## src/rtl/alu_ctrl_pkg.sv

```systemverilog
// Shared definitions for the ALU and its two-port arbiter/sequencer.
// Latency: n/a (constants, types and a pure function only).
// Backpressure: n/a.
// Contents: ALUControl op codes, flag bit positions, FSM state enum, op_legal().
package alu_ctrl_pkg;

   localparam int N_PORTS = 2;
   localparam int DATA_W  = 32;

   localparam logic [2:0] ALU_ADD = 3'b000;
   localparam logic [2:0] ALU_SUB = 3'b001;
   localparam logic [2:0] ALU_AND = 3'b010;
   localparam logic [2:0] ALU_OR  = 3'b011;
   localparam logic [2:0] ALU_SLT = 3'b101;

   // Bit positions inside the 4-bit {N, Z, C, V} flag vector.
   localparam int FLAG_N = 3;
   localparam int FLAG_Z = 2;
   localparam int FLAG_C = 1;
   localparam int FLAG_V = 0;

   typedef enum logic [1:0] {
      ST_IDLE = 2'd0,
      ST_EXEC = 2'd1,
      ST_RESP = 2'd2
   } arb_state_t;

   function automatic logic op_legal(input logic [2:0] op);
      logic legal;
      case (op)
         ALU_ADD, ALU_SUB, ALU_AND, ALU_OR, ALU_SLT: legal = 1'b1;
         default:                                    legal = 1'b0;
      endcase
      return legal;
   endfunction

endpackage

```

## src/rtl/alu.sv

```systemverilog
// 32-bit combinational ALU: add, sub, and, or, set-less-than; flags {N, Z, C, V}.
// Latency: 0 cycles (purely combinational).
// Backpressure: none; output follows inputs.
// Ports: a, b (operands), alu_control (op code), result, alu_flags {N, Z, C, V}.
module alu
   import alu_ctrl_pkg::*;
(
   input  logic [DATA_W-1:0] a,
   input  logic [DATA_W-1:0] b,
   input  logic [2:0]        alu_control,
   output logic [DATA_W-1:0] result,
   output logic [3:0]        alu_flags
);

   logic [DATA_W-1:0] b_eff;
   logic [DATA_W:0]   sum;
   logic              overflow;

   // One shared adder: alu_control[0] selects subtract (invert b, carry in 1).
   assign b_eff = alu_control[0] ? ~b : b;
   assign sum   = {1'b0, a} + {1'b0, b_eff} + {{DATA_W{1'b0}}, alu_control[0]};

   // Signed overflow only exists for the adder ops; logic ops force it low.
   assign overflow = ~alu_control[1]
                   & ~(alu_control[0] ^ a[DATA_W-1] ^ b[DATA_W-1])
                   & (sum[DATA_W-1] ^ a[DATA_W-1]);

   always_comb begin
      result = 32'hDEADBEEF;
      case (alu_control)
         ALU_ADD, ALU_SUB: result = sum[DATA_W-1:0];
         ALU_AND:          result = a & b;
         ALU_OR:           result = a | b;
         ALU_SLT:          result = {{(DATA_W-1){1'b0}}, sum[DATA_W-1] ^ overflow};
         default:          result = 32'hDEADBEEF;
      endcase
   end

   always_comb begin
      alu_flags         = '0;
      alu_flags[FLAG_N] = result[DATA_W-1];
      // Zero is only meaningful for the compare-style ops (sub, slt).
      alu_flags[FLAG_Z] = (alu_control[1:0] == 2'b01) && (result == '0);
      alu_flags[FLAG_C] = ~alu_control[1] & sum[DATA_W];
      alu_flags[FLAG_V] = overflow;
   end

endmodule

```

## src/rtl/alu_arbiter.sv

```systemverilog
// Round-robin arbiter/sequencer sharing one ALU between two requesters.
// Latency: accept in cycle T, response valid from T+2; min 3 cycles between accepts.
// Backpressure: req_ready low while an op is in flight; response held until owner's rsp_ready.
// Ports: clk, reset (sync, active-high); req_valid/req_ready[1:0] with per-port
//        req_op*/req_a*/req_b*; rsp_valid (one-hot owner)/rsp_ready[1:0] with
//        rsp_result, rsp_flags {N,Z,C,V}, rsp_err (illegal op); busy (not IDLE).
module alu_arbiter
   import alu_ctrl_pkg::*;
(
   input  logic                 clk,
   input  logic                 reset,
   input  logic [N_PORTS-1:0]   req_valid,
   output logic [N_PORTS-1:0]   req_ready,
   input  logic [2:0]           req_op0,
   input  logic [2:0]           req_op1,
   input  logic [DATA_W-1:0]    req_a0,
   input  logic [DATA_W-1:0]    req_a1,
   input  logic [DATA_W-1:0]    req_b0,
   input  logic [DATA_W-1:0]    req_b1,
   output logic [N_PORTS-1:0]   rsp_valid,
   input  logic [N_PORTS-1:0]   rsp_ready,
   output logic [DATA_W-1:0]    rsp_result,
   output logic [3:0]           rsp_flags,
   output logic                 rsp_err,
   output logic                 busy
);

   arb_state_t        state;
   arb_state_t        state_nxt;
   logic              prio;       // port that wins when both request
   logic              gnt_id;     // owner of the in-flight operation
   logic              arb_gnt;    // port picked this cycle in IDLE
   logic              any_req;
   logic              accept;
   logic [2:0]        op_q;
   logic [DATA_W-1:0] a_q;
   logic [DATA_W-1:0] b_q;
   logic [DATA_W-1:0] alu_result;
   logic [3:0]        alu_flags;

   assign any_req = |req_valid;
   assign arb_gnt = (req_valid == 2'b11) ? prio : req_valid[1];
   // In IDLE the granted port always has valid high, so any request transfers.
   assign accept  = (state == ST_IDLE) && any_req;

   alu u_alu (
      .a           (a_q),
      .b           (b_q),
      .alu_control (op_q),
      .result      (alu_result),
      .alu_flags   (alu_flags)
   );

   always_comb begin
      state_nxt = state;
      req_ready = '0;
      case (state)
         ST_IDLE: begin
            if (any_req && !reset) begin
               req_ready[arb_gnt] = 1'b1;
               state_nxt          = ST_EXEC;
            end
         end
         ST_EXEC: state_nxt = ST_RESP;
         ST_RESP: begin
            // Only the owner's rsp_ready can retire the response.
            if (rsp_ready[gnt_id]) begin
               state_nxt = ST_IDLE;
            end
         end
         default: state_nxt = ST_IDLE;
      endcase
   end

   assign rsp_valid = (state == ST_RESP) ? (gnt_id ? 2'b10 : 2'b01) : 2'b00;
   assign busy      = (state != ST_IDLE);

   always_ff @(posedge clk) begin
      if (reset) begin
         state      <= ST_IDLE;
         prio       <= 1'b0;
         gnt_id     <= 1'b0;
         op_q       <= '0;
         a_q        <= '0;
         b_q        <= '0;
         rsp_result <= '0;
         rsp_flags  <= '0;
         rsp_err    <= 1'b0;
      end else begin
         state <= state_nxt;
         if (accept) begin
            gnt_id <= arb_gnt;
            prio   <= ~arb_gnt;
            op_q   <= arb_gnt ? req_op1 : req_op0;
            a_q    <= arb_gnt ? req_a1  : req_a0;
            b_q    <= arb_gnt ? req_b1  : req_b0;
         end
         // Response registers load once per op, so they stay stable through RESP.
         if (state == ST_EXEC) begin
            rsp_result <= alu_result;
            rsp_flags  <= alu_flags;
            rsp_err    <= ~op_legal(op_q);
         end
      end
   end

endmodule

```

## config.mk

```make
export PLATFORM = sky130hd
export DESIGN_NAME = alu_arbiter
export DESIGN_NICKNAME = d
export VERILOG_FILES = /design/src/rtl/alu_ctrl_pkg.sv /design/src/rtl/alu.sv /design/src/rtl/alu_arbiter.sv
export SDC_FILE = /design/constraint.sdc
export NUM_CORES = 1
export LEC_CHECK = 0
export ABC_CLOCK_PERIOD_IN_PS = 7600
export CELL_PAD_IN_SITES_DETAIL_PLACEMENT = 0
export CELL_PAD_IN_SITES_GLOBAL_PLACEMENT = 1
export CORE_MARGIN = 1
export CORE_UTILIZATION = 37
export DETAILED_ROUTE_END_ITERATION = 12
export HOLD_SLACK_MARGIN = 0.08
export PLACE_DENSITY_LB_ADDON = 0.1
export SLEW_MARGIN = 25
export SYNTH_ARGS = -nofsm -noshare
export SYNTH_HDL_FRONTEND = slang
export SYNTH_HIERARCHICAL = 1
export SYNTH_SLANG_ARGS = --single-unit
```

## constraint.sdc

```tcl
create_clock -name clk -period 7.6 [get_ports clk]
set_clock_uncertainty 0.05 [all_clocks]
set_input_delay 1.14 -clock clk [delete_from_list [all_inputs] [get_ports clk]]
set_output_delay 1.14 -clock clk [all_outputs]
set_load 0.1 [all_outputs]
```

==> After elaboration in Yosys (flattened, before gate mapping) <==
Index checks and enable logic that the tools add are counted.
{ "totals": {"ff_bits": 108, "latch_bits": 0, "mem_bits_rw": 0, "rom_bits": 0, "inputBits": 140, "out_inout_bits": 42, "mem_count": 0} }
{ "op_classes": {"addsub": 2, "multipliers": 0, "div": 0, "n_lt_le_gt_ge": 3, "eq_ne": 10, "shifts": 0, "mux": 20, "n_bitwise": 14, "reduce_logical": 13} }
{ "op_table": {"columns": ["cell", "count"], "rows": [
  ["32-bit one-hot mux with 4 select lines", 1],
  ["32-bit 2-to-1 mux", 3],
  ["32-bit by 32-bit adder with 33-bit output", 1],
  ["33-bit by 1-bit adder with 33-bit output", 1],
  ["32-bit AND", 1],
  ["32-bit logical NOT", 1],
  ["32-bit NOT", 1],
  ["32-bit bitwise OR", 1],
  ["2-bit 2-to-1 mux", 6],
  ["1-bit 2-to-1 mux", 7],
  ["3-bit by 2-bit equality test with 1-bit output, second input constant", 2],
  ["2-bit one-hot mux with 3 select lines", 1],
  ["5-bit OR reduction", 1],
  ["2-bit by 1-bit equality test with 1-bit output, second input constant", 2],
  ["2-bit equality test, second input constant", 2],
  ["1-bit logical AND", 4],
  ["1-bit by 2-bit < comparator with 1-bit output, second input constant", 2],
  ["1-bit NOT", 4],
  ["2-bit OR reduction", 2],
  ["1-bit bitwise XOR", 4],
  ["1-bit AND", 3],
  ["3-bit by 1-bit equality test with 1-bit output, second input constant", 1],
  ["3-bit equality test, second input constant", 1],
  ["3-bit logical NOT", 1],
  ["other kinds (9)", 9]
]} }

==> Logic depth before layout (Yosys ltp) <==
{ "logic_depth": {"word_depth": 10, "mapped_depth": 21, "ltp_nobuf": 14} }

==> Hierarchy <==
The synthesis kept the hierarchy.
{ "modules_own_cells": {"columns": ["module", "instances", "cells_per_inst", "area_each_um2", "seq_area_each_um2"], "rows": [
  ["alu_arbiter", 1, 478, 4473.0, 2162.1],
  ["alu", 1, 456, 3146.8, 0.0]
]} }

==> Worst setup path before layout <==
Ideal clock, no wire load.
{ "synth_timing": {"path_kind": "flip-flop to flip-flop", "from": "register op_q[0]", "to": "register rsp_flags[2]", "arrival_time_ns": 5.349, "required_ns": 7.480, "setup_slack_ns": 2.131, "path_stages_with_launch": 22, "path_buffers": 7, "synth_period_minus_slack_ns": 5.469, "path_cell_list": "dfxtp_1 > buf_6 > clkbuf_1 > clkbuf_1 > clkbuf_1 > clkbuf_1 > clkbuf_1 > xor2_1 > ha_1 > clkbuf_1 > and4_1 > nand3_1 > or3b_2 > a21oi_1 > mux2i_1 > nor2_1 > or3_1 > nor4_1 > or4b_1 > nor4_2 > nand2_1 > a21oi_1"} }
{ "synth_between": {"word_cells_on_any_way": 20, "classes_between": "add/sub: 2; eq/ne: 5; mux: 2; bitwise: 7; reduce/logical: 4"} }
{ "synth_rtl": {"columns": ["element", "line_no", "text"], "rows": [
  ["start, declared", "alu_arbiter.sv:35", "logic [2:0] op_q;"],
  ["start signal, assigned", "alu_arbiter.sv:94", "op_q <= arb_gnt ? req_op1 : req_op0;"],
  ["32-bit 2-to-1 mux", "alu.sv:20", "assign b_eff = alu_control[0] ? ~b : b;"],
  ["32-bit by 32-bit adder with 33-bit output", "alu.sv:21", "assign sum = {1'b0, a} + {1'b0, b_eff} + {{DATA_W{1'b0}}, alu_control[0]};"],
  ["33-bit by 1-bit adder with 33-bit output", "alu.sv:21", null],
  ["32-bit one-hot mux with 4 select lines (*)", "alu.sv:30", "case (alu_control)"],
  ["net alu_result[15]", "alu_arbiter.sv:38", "logic [DATA_W-1:0] alu_result;"],
  ["32-bit logical NOT (*)", "alu.sv:43", "alu_flags[FLAG_Z] = (alu_control[1:0] == 2'b01) && (result == '0);"],
  ["1-bit logical AND (*)", "alu.sv:43", null],
  ["net alu_flags[2]", "alu_arbiter.sv:39", "logic [3:0] alu_flags;"],
  ["end signal, assigned", "alu_arbiter.sv:101", "rsp_flags <= alu_flags;"],
  ["end, declared", "alu_arbiter.sv:23", "output logic [3:0] rsp_flags,"]
]} }
Mark *: on every way through the listed nets, which the timed path passes. The rest lies on a longest branch.
A chain may end at the register's enable or synchronous reset.

==> Final worst setup path <==
{ "layout_timing": {"from": "input req_valid[1]", "to": "output req_ready[0]"} }
{ "layout_between": {"elab_chain_cells": 8, "word_cells_on_any_way": 11, "classes_between": "order compare: 2; eq/ne: 1; mux: 5; reduce/logical: 3"} }
{ "layout_rtl": {"columns": ["element", "line_no", "text"], "rows": [
  ["start, declared", "alu_arbiter.sv:12", "input logic [N_PORTS-1:0] req_valid,"],
  ["2-bit equality test", "alu_arbiter.sv:42", "assign arb_gnt = (req_valid == 2'b11) ? prio : req_valid[1];"],
  ["1-bit 2-to-1 mux", "alu_arbiter.sv:42", null],
  ["1-bit by 2-bit < comparator with 1-bit output (not written as such) or 1-bit greater-or-equal comparator (tied branches)", "alu_arbiter.sv:60", "req_ready[arb_gnt] = 1'b1;"],
  ["1-bit logical AND (not written as such)", "alu_arbiter.sv:60", null],
  ["1-bit 2-to-1 mux (not written as such)", "alu_arbiter.sv:60", null],
  ["1-bit demux with 1-bit select", "alu_arbiter.sv:60", null],
  ["2-bit 2-to-1 mux (*)", "alu_arbiter.sv:59", "if (any_req && !reset) begin"],
  ["2-bit 2-to-1 mux (*)", "alu_arbiter.sv:57", "case (state)"],
  ["end, declared", "alu_arbiter.sv:13", "output logic [N_PORTS-1:0] req_ready,"]
]} }
Mark *: on every way between the ends. The rest lies on a longest branch, timed or not.

==> flow_summary.json <==
{
  "outcome": "finished clean",
  "synth-warning-count": 6,
  "setup_tns_ns": 0,
  "criticalPathCategory": "primary input to output port",
  "power.ir.vdd_worst_mv": 0.104,
  "max_clock_freq_ghz": 0.195,
  "firstDrtPassIters": 5,
  "hold_viol_final": 0,
  "synth-seq-area-share_pct": 28.4,
  "coreArea_um2": 20200,
  "place_inst": 1307,
  "area_share_of_the_largest_cell_type_after_synthesis_pct": 28.4,
  "setup_ws_ns": 2.47,
  "clock_sink_count": 108,
  "worstSetupStartpointType": "primary input",
  "clock_path_buffers": 2,
  "remaining_max_slew_budget_at_the_tightest_pin_pct": 30.0,
  "post_synth_main_area_contributors": "dfxtp_1, a21oi_1, a221o_1",
  "crit_path_max_incr_delay_ns": 1.17,
  "floorplan.io_pins": 182,
  "yosys.area.top_type": "dfxtp_1",
  "post_cts_resize_count": 0,
  "routabilityCongestion": 0.911,
  "final_ant_viol_nets": 0,
  "grt_setup_unrepaired": "no",
  "dp_hpwl_mm": 20.1,
  "cts_tree": "yes",
  "p_leak_nw": 3.87,
  "placed_instance_area_um2": 9440,
  "wire_length_of_the_first_global_routing_pass_mm": 41.8,
  "antenna_found_initial": 0,
  "period_minus_slack_ns": 5.13,
  "detail_route.iter0.violations": 580,
  "viasPerCell": 5.76,
  "worstPathMaxFanout": 67,
  "worstPathRequired_ns": 6.41,
  "via_count": 7623,
  "avgRoutedWirePerCell_um": 20.0,
  "synth-edff-count": 0,
  "final-instance-count-excl-fill": 1323,
  "setup_viol": 0,
  "fin_util_pct": 48.3,
  "grt.met1_usage_pct": 38.3,
  "fp-row-count": 52,
  "cts_hold_buffers": 0,
  "worst_hold_path_type": "register to register",
  "ys_dominant_reg_cell": "dfxtp_1",
  "diodes": 0,
  "clkSlewWorstSetupHoldPaths_ns": 0.07,
  "critical_path_top_delay_cell": "clkdlybuf4s50_1",
  "syn-cell-area_um2": 7620,
  "drive_above_1_share_pct": 4.94,
  "global_route.usage.total_pct": 25.2,
  "grt_overflow_total": 0,
  "yosys_register_bits": 108,
  "timing.critical_path.to_type": "output port",
  "final_area_um2": 9770,
  "report.final.slew_viol_count": 0,
  "postSynthCellCount": 934,
  "crit_path_cell_trace": "clkdlybuf4s50_1 -> buf_4 -> a21boi_4 -> buf_4 -> nor2b_1 -> clkdlybuf4s50_1",
  "layer_with_the_highest_usage_after_global_routing": "met1",
  "met3_usage_pct": 3.82,
  "fin_crit_sh_pct": 67.5,
  "fp.dieArea_um2": 21200,
  "area.growth.synth_to_final_pct": 28.2,
  "worst_pin_slew_ns": 1.05,
  "synth-async-reset-ratio_pct": 0,
  "yosys.cell_count.top_type": "dfxtp_1",
  "power_density_nw_per_um2": 223,
  "cts_root_buffer": "clkbuf_16",
  "number_of_nets_in_the_final_layout": 1221,
  "numCtsBuffers": 9,
  "dieHeight_um": 146,
  "io_buffers": 181,
  "grt_met2_usage_pct": 36.9,
  "maxCapViolations": 0,
  "ys_types": 70,
  "syn_nets": 1107,
  "clk-insertion-delay-late_ns": 0.36,
  "fp.dieW_um": 146,
  "first_global_vias": 7226,
  "h-tree-depth": 3,
  "final_routed_wirelength_mm": 26.5,
  "pre_cts_slack_ns": 2.48,
  "grt_max_degree": 106,
  "initial_core_util_pct": 37.7,
  "drc": 0,
  "worstPathArrival_ns": 3.94,
  "ys_top_cells_by_count": "dfxtp_1, nand2_1, a21oi_1",
  "postCtsSetupRepairBufs": 0,
  "syn_area_per_cell_um2": 8.16
}
-- power by group --
part           switching, mW  internal, mW
Combinational          0.609         0.346
Clock                  0.227         0.292
Sequential            0.0754         0.626
Total                  0.911          1.26
-- cell families (layout without fill, tap and decap cells) --
logic type	count (synthesis)	after routing	synth area share, %
mux	3	3	0.460
flops	108	108	28.4
buf+inv	105	224	6.68
fa+ha+maj	58	58	8.80
xor+xnor	55	55	6.42
compound gates	317	317	27.9
simple gates	288	288	21.4
-- routing by layer --
layer  share of wire (%)  wire, um
met5                   0         0
met4                 1.0       267
met3                 6.3      1670
met2                  42     11100
met1                  51     13500
-- placed cells by master (no fill, tap or decap), types with 11 or more instances in the layout --
master,netlist,layout
clkdlybuf4s50_1,0,180
a21oi_1,96,96
maj3_1,25,25
nor2_1,29,28
nand4_1,32,32
nand2_1,98,98
o21ai_0,73,73
ha_1,32,32
dfxtp_1,108,107
buf_4,11,11
a221o_1,44,44
and4b_1,43,43
a21o_1,20,20
nand3_1,35,35
xor2_1,45,45
inv_1,14,14
a31oi_1,34,34
-- cell type report --
| class | instances | area [um2] |
|---|---|---|
| fillers | 2025 | 10500 |
| multi-input cells | 721 | 4970 |
| flip-flops and latches | 108 | 2160 |
| repair buffers | 194 | 1930 |
| well taps | 270 | 338 |
| clock buffers | 10 | 229 |
| clock inverters | 6 | 93.8 |
| inverters | 14 | 52.6 |
-- flip-flops by register name (all words and copies together) (netlist names) --
name and cells:
rsp_flags 4, op_q 3, gnt_id 1, state 2, b_q 32, rsp_err 1
prio 1, a_q 32, rsp_result 32
-- critical path: cells and delay by family --
family / cells / cell delay [ns]
buf+inv: 4 / 2.32
simple gates: 1 / 0.30
compound gates: 1 / 0.17
-- worst paths after layout --
path / to / depth (start not counted) / start / slack, ns
min reg2reg: rsp_result[1]$_SDFFE_PP0N_ / 2 / rsp_result[1]$_SDFFE_PP0N_ / 0.40
min: rsp_result[1]$_SDFFE_PP0N_ / 2 / rsp_result[1]$_SDFFE_PP0N_ / 0.40
max reg2reg: rsp_flags[2]$_SDFFE_PP0N_ / 15 / op_q[0]$_SDFFE_PP0P_ / 2.66
max: req_ready[0] / 6 / req_valid[1] / 2.47
-- stage by stage --
step / total power [mW] / hold WS (ns)
after global routing: 2.30 / 0.422
after detailed placement: 1.66 / 0.397
final: 2.18 / 0.403
after floorplan: 1.37 / 0.411
after CTS: 2.18 / 0.406
after global placement: 1.66 / 0.393
Power figures use the tool's default switching activity.
